==> config.mk <==
export PLATFORM = sky130hd
export DESIGN_NAME = pci_target_phase_ctrl
export DESIGN_NICKNAME = d
export VERILOG_FILES = /design/src/rtl/pci_pkg.sv /design/src/rtl/pci_cmd_filter.sv /design/src/rtl/pci_target_phase_ctrl.sv
export SDC_FILE = /design/constraint.sdc
export NUM_CORES = 1
export LEC_CHECK = 0
export BUFFER_PORTS_ARGS = -buffer_cell sky130_fd_sc_hd__buf_2
export CAP_MARGIN = 5
export CORE_MARGIN = 10
export CORE_UTILIZATION = 35
export DETAILED_ROUTE_END_ITERATION = 10
export SKIP_CTS_REPAIR_TIMING = 1
export SLEW_MARGIN = 0
export SYNTH_ARGS = -nofsm -noshare
export SYNTH_HDL_FRONTEND = slang
export SYNTH_SLANG_ARGS = --single-unit
==> constraint.sdc <==
create_clock -name clk -period 1.65 [get_ports clk]
set_input_delay 0.2475 -clock clk [delete_from_list [all_inputs] [get_ports clk]]
set_output_delay 0.2475 -clock clk [all_outputs]
set_load 0.05 [all_outputs]
==> src/rtl/pci_pkg.sv <==
// PCI command encodings, target state encoding and DEVSEL# speed codes.
// Shared by the target phase controller and its command filter.
package pci_pkg;

    localparam logic [3:0] CMD_IO_RD  = 4'h2;
    localparam logic [3:0] CMD_IO_WR  = 4'h3;
    localparam logic [3:0] CMD_MEM_RD = 4'h6;
    localparam logic [3:0] CMD_MEM_WR = 4'h7;
    localparam logic [3:0] CMD_CFG_RD = 4'hA;
    localparam logic [3:0] CMD_CFG_WR = 4'hB;
    localparam logic [3:0] CMD_MRM    = 4'hC;
    localparam logic [3:0] CMD_MRL    = 4'hE;
    localparam logic [3:0] CMD_MWI    = 4'hF;

    localparam int DEVSEL_FAST = 0;
    localparam int DEVSEL_MED  = 1;
    localparam int DEVSEL_SLOW = 2;

    typedef enum logic [1:0] {
        ST_IDLE,
        ST_DECODE,
        ST_DATA,
        ST_TURN
    } tgt_state_t;

    // Even command codes are the read flavours of each read/write pair.
    function automatic logic cmd_is_read(input logic [3:0] c);
        return ~c[0];
    endfunction

endpackage

==> src/rtl/pci_cmd_filter.sv <==
// Address-phase claim check: external hit qualified by the accepted-command mask.
// Latency: combinational. Backpressure: none.
// Also classifies the command as read or write.
module pci_cmd_filter
    import pci_pkg::*;
#(
    parameter logic [15:0] ACCEPT_MASK = 16'hCCCC
) (
    input  logic [3:0] cmd_in,
    input  logic       hit,
    output logic       claim,
    output logic       is_rd
);

    assign claim = hit & ACCEPT_MASK[cmd_in];
    assign is_rd = cmd_is_read(cmd_in);

endmodule

==> src/rtl/pci_target_phase_ctrl.sv <==
// PCI target bus-cycle controller: claim, DEVSEL# decode delay, burst data phases, disconnect.
// Latency: DEVSEL# max(DEVSEL_DLY,1)+1 clocks after the address phase; xfer/be_n/phase_cnt one clock after the phase.
// Backpressure: TRDY# follows local_ready; optional retry timeout under PCI_TGT_RETRY_EN.
module pci_target_phase_ctrl
    import pci_pkg::*;
#(
    parameter int          CNT_W       = 4,
    parameter int          MAX_BURST   = 8,
    parameter int          DEVSEL_DLY  = 1,
    parameter logic [15:0] ACCEPT_MASK = 16'hCCCC,
    parameter int          RETRY_CLKS  = 16
) (
    input  logic             clk,
    input  logic             rst_n,
    input  logic             frame_n,
    input  logic             irdy_n,
    input  logic [3:0]       cbe_n,
    input  logic             hit,
    input  logic             local_ready,
    output logic             devsel_n,
    output logic             trdy_n,
    output logic             stop_n,
    output logic             t_oe,
    output logic [3:0]       cmd,
    output logic             is_read,
    output logic [3:0]       be_n,
    output logic             xfer,
    output logic [CNT_W-1:0] phase_cnt
);

    localparam int               DLY_CLKS   = (DEVSEL_DLY == DEVSEL_FAST) ? 1 : DEVSEL_DLY;
    localparam logic [1:0]       DLY_LAST   = 2'(DLY_CLKS - 1);
    localparam logic [CNT_W-1:0] BURST_LAST = CNT_W'(MAX_BURST - 1);
    localparam logic [CNT_W-1:0] BURST_END  = CNT_W'(MAX_BURST);
    localparam logic [CNT_W-1:0] CNT_MAX    = '1;

    tgt_state_t state_q, state_d;
    logic       bus_idle_q, first_q, stop_q;
    logic [1:0] dly_q;
    logic       claim, claim_rd, addr_phase, transfer;
    logic       trdy_ok, stop_req, burst_done, retry_now;

    pci_cmd_filter #(.ACCEPT_MASK(ACCEPT_MASK)) u_filter (
        .cmd_in (cbe_n),
        .hit    (hit),
        .claim  (claim),
        .is_rd  (claim_rd)
    );

`ifdef PCI_TGT_RETRY_EN
    localparam int            RW         = $clog2(RETRY_CLKS + 1);
    localparam logic [RW-1:0] RETRY_LAST = RW'(RETRY_CLKS - 1);
    logic [RW-1:0] wait_q;

    always_ff @(posedge clk or negedge rst_n) begin
        if (!rst_n)
            wait_q <= '0;
        else if (state_q != ST_DATA)
            wait_q <= '0;
        else if (wait_q != RETRY_LAST)
            wait_q <= wait_q + 1'b1;
    end

    // Initial-latency timeout only applies before the first completed phase.
    assign retry_now = (state_q == ST_DATA) && (phase_cnt == '0) && (wait_q == RETRY_LAST);
`else
    // No initial-latency timer: the target waits on local_ready indefinitely.
    assign retry_now = (RETRY_CLKS < 0);
`endif

    always_comb begin
        addr_phase = !frame_n && bus_idle_q;
        burst_done = (phase_cnt >= BURST_END);
        // Reads hold TRDY# off for the first DATA clock (AD turnaround).
        trdy_ok    = local_ready && !(is_read && first_q) && !burst_done && !retry_now;
        stop_req   = stop_q || retry_now || ((phase_cnt == BURST_LAST) && !frame_n);

        state_d  = state_q;
        devsel_n = 1'b1;
        trdy_n   = 1'b1;
        stop_n   = 1'b1;
        t_oe     = (state_q != ST_IDLE);
        transfer = 1'b0;

        case (state_q)
            ST_IDLE: begin
                if (addr_phase && claim)
                    state_d = ST_DECODE;
            end
            ST_DECODE: begin
                if (dly_q == DLY_LAST)
                    state_d = ST_DATA;
            end
            ST_DATA: begin
                devsel_n = 1'b0;
                trdy_n   = !trdy_ok;
                stop_n   = !stop_req;
                transfer = !irdy_n && trdy_ok;
                if (frame_n && (transfer || stop_req))
                    state_d = ST_TURN;
            end
            ST_TURN: state_d = ST_IDLE;
            default: state_d = ST_IDLE;
        endcase
    end

    always_ff @(posedge clk or negedge rst_n) begin
        if (!rst_n) begin
            state_q    <= ST_IDLE;
            bus_idle_q <= 1'b1;
            dly_q      <= 2'd0;
            first_q    <= 1'b0;
            stop_q     <= 1'b0;
            cmd        <= 4'h0;
            is_read    <= 1'b0;
            be_n       <= 4'hF;
            xfer       <= 1'b0;
            phase_cnt  <= '0;
        end else begin
            state_q    <= state_d;
            bus_idle_q <= frame_n && irdy_n;
            dly_q      <= (state_q == ST_DECODE) ? dly_q + 2'd1 : 2'd0;
            first_q    <= (state_q == ST_DECODE) && (state_d == ST_DATA);
            stop_q     <= (state_q == ST_DATA) && !stop_n;
            xfer       <= transfer;
            if (state_q == ST_IDLE && addr_phase && claim) begin
                cmd       <= cbe_n;
                is_read   <= claim_rd;
                phase_cnt <= '0;
            end else if (transfer) begin
                be_n <= cbe_n;
                if (phase_cnt != CNT_MAX)
                    phase_cnt <= phase_cnt + 1'b1;
            end
        end
    end

endmodule
After elaboration in Yosys (flattened, before gate mapping)

Memories as Yosys holds them, arrays and structs flattened.
Index checks and enable logic that the tools add are counted.

Bits in registers: 21
Bits in read-only memories: 16
Input port bits: 10
Output and inout port bits: 18
Word-level logic and storage cells: 66
Memories kept: 1

Memory list:

| name            | words | bits a word | read ports | clocked after Yosys merged registers in | wr ports | RTL line             | source |
|---|---|---|---|---|---|---|---|
| (no name shown) | 16    | 1           | 1          | 0                                       | 0        | pci_cmd_filter.sv:15 | `assign claim = hit & ACCEPT_MASK[cmd_in];` |

$add $sub $neg: 2
Magnitude comparators: 2
Equal/unequal tests: 6
Mux-type cells: 13
Bitwise logic cells: 3
Reductions and logical operators: 29

Operator list:

| cell                  | count |
|---|---|
| $logic_and A1 B1 Y1   | 13 |
| $mux W4               | 3 |
| $mux W2               | 4 |
| $pmux W2 S4           | 1 |
| $logic_not A1 Y1      | 7 |
| $eq A2 B2 Y1 const B  | 3 |
| $reduce_bool A2 Y1    | 3 |
| $lt A4 B5 Y1 const B  | 1 |
| $mux W1               | 5 |
| $add A4 B1 Y4 const B | 1 |
| $eq A4 B3 Y1 const B  | 1 |
| $ge A4 B4 Y1 const B  | 1 |
| $logic_not A2 Y1      | 2 |
| $ne A4 B4 Y1 const B  | 1 |
| $reduce_and A2 Y1     | 2 |
| $add A2 B1 Y2 const B | 1 |
| $eq A2 B1 Y1 const B  | 1 |
| $logic_or A1 B1 Y1    | 2 |
| $not A1 Y1            | 2 |
| $and A1 B1 Y1         | 1 |

Longest topological paths before layout

Word-level depth: 11
Gate-level depth with buffers: 5
Depth with buffers taken out: 5

Modules after synthesis

From an unflattened synthesis, not the netlist that was laid out.

Cells, all modules: 85
Area, all modules: 913.4 µm²

Modules (own cells, without submodules):

| module                | instances | cells an instance | area an instance (µm²) | sequential area each (µm²) |
|---|---|---|---|---|
| pci_target_phase_ctrl | 1         | 83                | 903.4                  | 531.8 |
| pci_cmd_filter        | 1         | 2                 | 10.0                   | 0.0 |

Worst setup path after synthesis

Ideal clock, no wire load.

Path kind: register -> output
Start: register phase_cnt[0]
End: output port stop_n
Arrival time: 1.483 ns
Required time: 1.402 ns
Path slack: -0.081 ns
Cell stages (with the launch flop): 6
Buffers on the path: 0
Cell sequence: dfrtp_1 ha_1 nand2_1 nor3_1 o21a_1 inv_1

Word-level cells in the longest chain between the ends: 5

Ends and longest elaborated chain:

| item                   | RTL line                     | source |
|---|---|---|
| start, declared        | pci_target_phase_ctrl.sv:28  | `output logic [CNT_W-1:0] phase_cnt` |
| start signal, assigned | pci_target_phase_ctrl.sv:133 | `phase_cnt <= phase_cnt + 1'b1;` |
| $eq A4 B3 Y1           | pci_target_phase_ctrl.sv:76  | `stop_req = stop_q \|\| retry_now \|\| ((phase_cnt == BURST_LAST) && !frame_n);` |
| $logic_and A1 B1 Y1    | pci_target_phase_ctrl.sv:76  |  |
| $logic_or A1 B1 Y1     | pci_target_phase_ctrl.sv:76  |  |
| $logic_not A1 Y1       | pci_target_phase_ctrl.sv:97  | `stop_n = !stop_req;` |
| $mux W1                | pci_target_phase_ctrl.sv:85  | `case (state_q)` |
| end, declared          | pci_target_phase_ctrl.sv:22  | `output logic stop_n,` |

Every way passes these cells.

Final worst setup path

Start: register phase_cnt[1]
End: output port stop_n

The elaborated chain is that of the path after synthesis.

==> key figures <==
STA
  – Slew margin rel.: around 70%
  – Final min period: 1.76 ns
  – Clock Skews: 0.00662 ns
  – Slew @ Worst Pin: 0.456 ns
  – Final worst setup slack: -0.112 ns
  – Final Cycle Share: 107%
  – Final setup violating endpoints: 1
  – RSZ-0062 raised after global routing: true
  – Hold slack: between 0.1 and 0.15 ns
  – Max Fclk: 568 MHz
  – Slew Limit Fails: 0
  – Final hold vios: 0

Pwr
  – Power Total: 2.29 mW
  – Worst vdd ir: 0.986 mV
  – Cell Pwr Density: 1920 nW/µm²
  – Leak: 0.595 nW

Setup path
  – CP Capture Type: output port
  – Crit path max fanout: 5
  – Worst EP arrival: roughly 1.5 ns
  – WP data required: 1.40 ns
  – Crit path cell chain: ha_4, nand2_1, nor3_1, o21a_1, clkinvlp_4, buf_6
  – CP delay by family, top: flip-flops
  – CP max stage cell: dfrtp_2
  – CP max stage delay: around 0.43 ns
  – R2R Setup Slk: 0.29 ns
  – Critical Path Start Type: register
  – Kind of critical path: reg -> out
  – Worst path buffer plus inverter count: 2

Layout
  – Area Growth Syn to Fin: 26.1%
  – # diodes: 0
  – Nets: 133
  – Layout cells sized above 1: 46.2%
  – Reg area: 534 µm²
  – Area of the multi-input gates: 380 µm²
  – Final Cell Area: 1190 µm²
  – Filler cell count: 260

CTS
  – Clock transition at the registers of the reported paths: 0.12 ns
  – Htree depth: 1
  – CTS tree: yes
  – Clock sinks: 21
  – CTS root buf: clkbuf_4
  – TritonCTS Buffers: 3
  – Max Root-Sink Buffers: 2
  – Later-pin clock latency in the skew report: 0.30 ns

Place
  – Port bufs: 27
  – GPL Wtd Cong: 0.763
  – Cell Area, Placed: 1120 µm²
  – Dpl hpwl: 1530 µm
  – Place WS: 0.155 ns

Routing
  – DRC Markers: 0
  – Wire per inst: roughly 14 µm
  – DR pass1 iterations: 4
  – Via-to-Cell Ratio: 4.44
  – Vias: roughly 660
  – Post-DRT Antenna Nets: 0
  – Overall routed net length: 2070 µm
  – DR iter-0 viols: 10

Logic synthesis
  – Post-Synthesis Cell Area: 946 µm²
  – Avg Inst Size Synth: 11.1 µm²
  – Yosys cell types: 32
  – Yosys warning count: 0
  – Seq/Total Area, Yosys: 56.2%
  – Gate count after technology mapping: 85
  – #FFs+latches synth: 21
  – Post-synthesis net count: 98

Hold path
  – Hold/Removal Path Class: in -> reg

Floorplanning
  – # IOs: 28
  – Core Region: 2520 µm²
  – Initial core utilization: 37.5%
  – Die Y: 72.0 µm
  – Die Span X: 72.0 µm
  – Num rows: 18
  – Die area: 5180 µm²

Job
  – Max Cap Viol: 0

Global route
  – Overflow after GRT: 0
  – All-Layer GR Usage: between 8 and 9%
  – Number of global-route vias before repair: 701
  – Initial antenna violation count: 0
  – Global-route wire length before repair: 3460 µm
  – Pin count of the biggest net entering global routing: 22

Status
  – Violations in the final reports: negative setup slack
  – Status: complete, but fails checks
[flip-flops by register name (all words and copies together), names as in the netlist]
signal      flops
first_q         1
stop_q          1
dly_q           2
be_n            4
state_q         2
phase_cnt       4
xfer            1
is_read         1
cmd             4
bus_idle_q      1
[per-layer routing]
metal / vias to the layer above / share of wire [%] / track usage [%] / wire [µm]
met3: 2 / 7.1 / 2.86 / 147
met1: 307 / 43 / 9.06 / 890
met4: 0 / 1.2 / 4.52 / 24
met5: - / 0 / 0 / 0
met2: 13 / 49 / 13.9 / 1010
li1: 340 / - / - / -
[layout make-up]
cell class                 instances  share of cell area (%)
sequential                        21                    44.8
tap                               30                    3.15
clock inverter                     1                   0.420
inverter                           8                    3.25
timing repair buffer              31                    14.6
multi-input combinational         55                    31.9
clock buffer                       3                    1.89
[path summary, 6_finish.rpt]
path | from | end | cells past startpoint
max in group asynchronous | rst_n | be_n[3] | 2
max | phase_cnt[1] | stop_n | 6
min reg2reg | dly_q[0] | dly_q[0] | 1
max reg2reg | state_q[0] | cmd[0] | 3
min | cbe_n[2] | be_n[2] | 3
min in group asynchronous | rst_n | phase_cnt[3] | 2
[tightest hold or removal path: stages]
cell and delay, ns:
buf_2 0.10, nand2_1 0.05, nand2_1 0.04
[cells by family (layout without fill, tap and decap cells)]
| kind of cell | count (synthesis) | count (layout) | share of synthesized area (%) |
|---|---|---|---|
| simple gates | 41 | 41 | 24.7 |
| flops | 21 | 21 | 56.2 |
| buf+inv | 9 | 43 | 4.89 |
| compound gates | 6 | 6 | 3.97 |
| fa+ha+maj | 3 | 3 | 3.97 |
| mux | 3 | 3 | 4.37 |
| xor+xnor | 2 | 2 | 1.85 |
[per-stage QoR]
| step | instances | setup TNS [ns] | util (%) |
|---|---|---|---|
| after global routing | 149 | -0.231 | 47.3 |
| final | 149 | -0.112 | 47.3 |
| after detailed placement | 142 | 0 | 44.4 |
| after global placement | 142 | 0 | 44.4 |
| after CTS | 146 | -0.210 | 45.5 |
| after floorplan | 85 | 0 | - |
[cells in the mapped netlist]
cell | count | area share (%)
nand2_1 | 17 | 6.7
dfrtp_1 | 16 | 42
inv_1 | 7 | 2.8
nor2_1 | 6 | 2.4
dfstp_2 | 5 | 14
and2_1 | 3 | 2.0
ha_1 | 3 | 4.0
a21oi_1 | 2 | 1.1
mux2_4 | 2 | 3.2
or2_2 | 2 | 1.3
a31oi_1 | 1 | 0.66
a41oi_1 | 1 | 0.93
and2b_1 | 1 | 0.79
buf_6 | 1 | 1.2
clkinv_4 | 1 | 0.93
mux2_2 | 1 | 1.2
nand3_1 | 1 | 0.53
nand4_1 | 1 | 0.66
nand4_4 | 1 | 2.2
nand4b_1 | 1 | 0.93
nor2_2 | 1 | 0.66
nor2_4 | 1 | 1.2
nor2b_1 | 1 | 0.66
nor2b_2 | 1 | 0.93
nor2b_4 | 1 | 1.5
nor3_1 | 1 | 0.53
o21a_1 | 1 | 0.79
o21ai_0 | 1 | 0.53
or2_4 | 1 | 0.93
or2b_1 | 1 | 0.79
xnor2_1 | 1 | 0.93
xor2_1 | 1 | 0.93
[power by group]
part | internal (mW) | switching, mW
Combinational | 0.325 | 0.889
Clock | 0.0902 | 0.154
Sequential | 0.711 | 0.117
Total | 1.13 | 1.16
[cells in the final DEF (no fill, tap or decap), types with 2 or more instances in the layout]
master / instances
buf_2: 26
nand2_1: 17
dfrtp_1: 14
inv_1: 6
nor2_1: 6
dfstp_2: 5
and2_1: 3
clkbuf_4: 3
buf_4: 3
or2_2: 2
a21oi_1: 2
mux2_4: 2
ha_1: 2
dfrtp_2: 2
No activity file was read; power rests on OpenSTA's default activity.
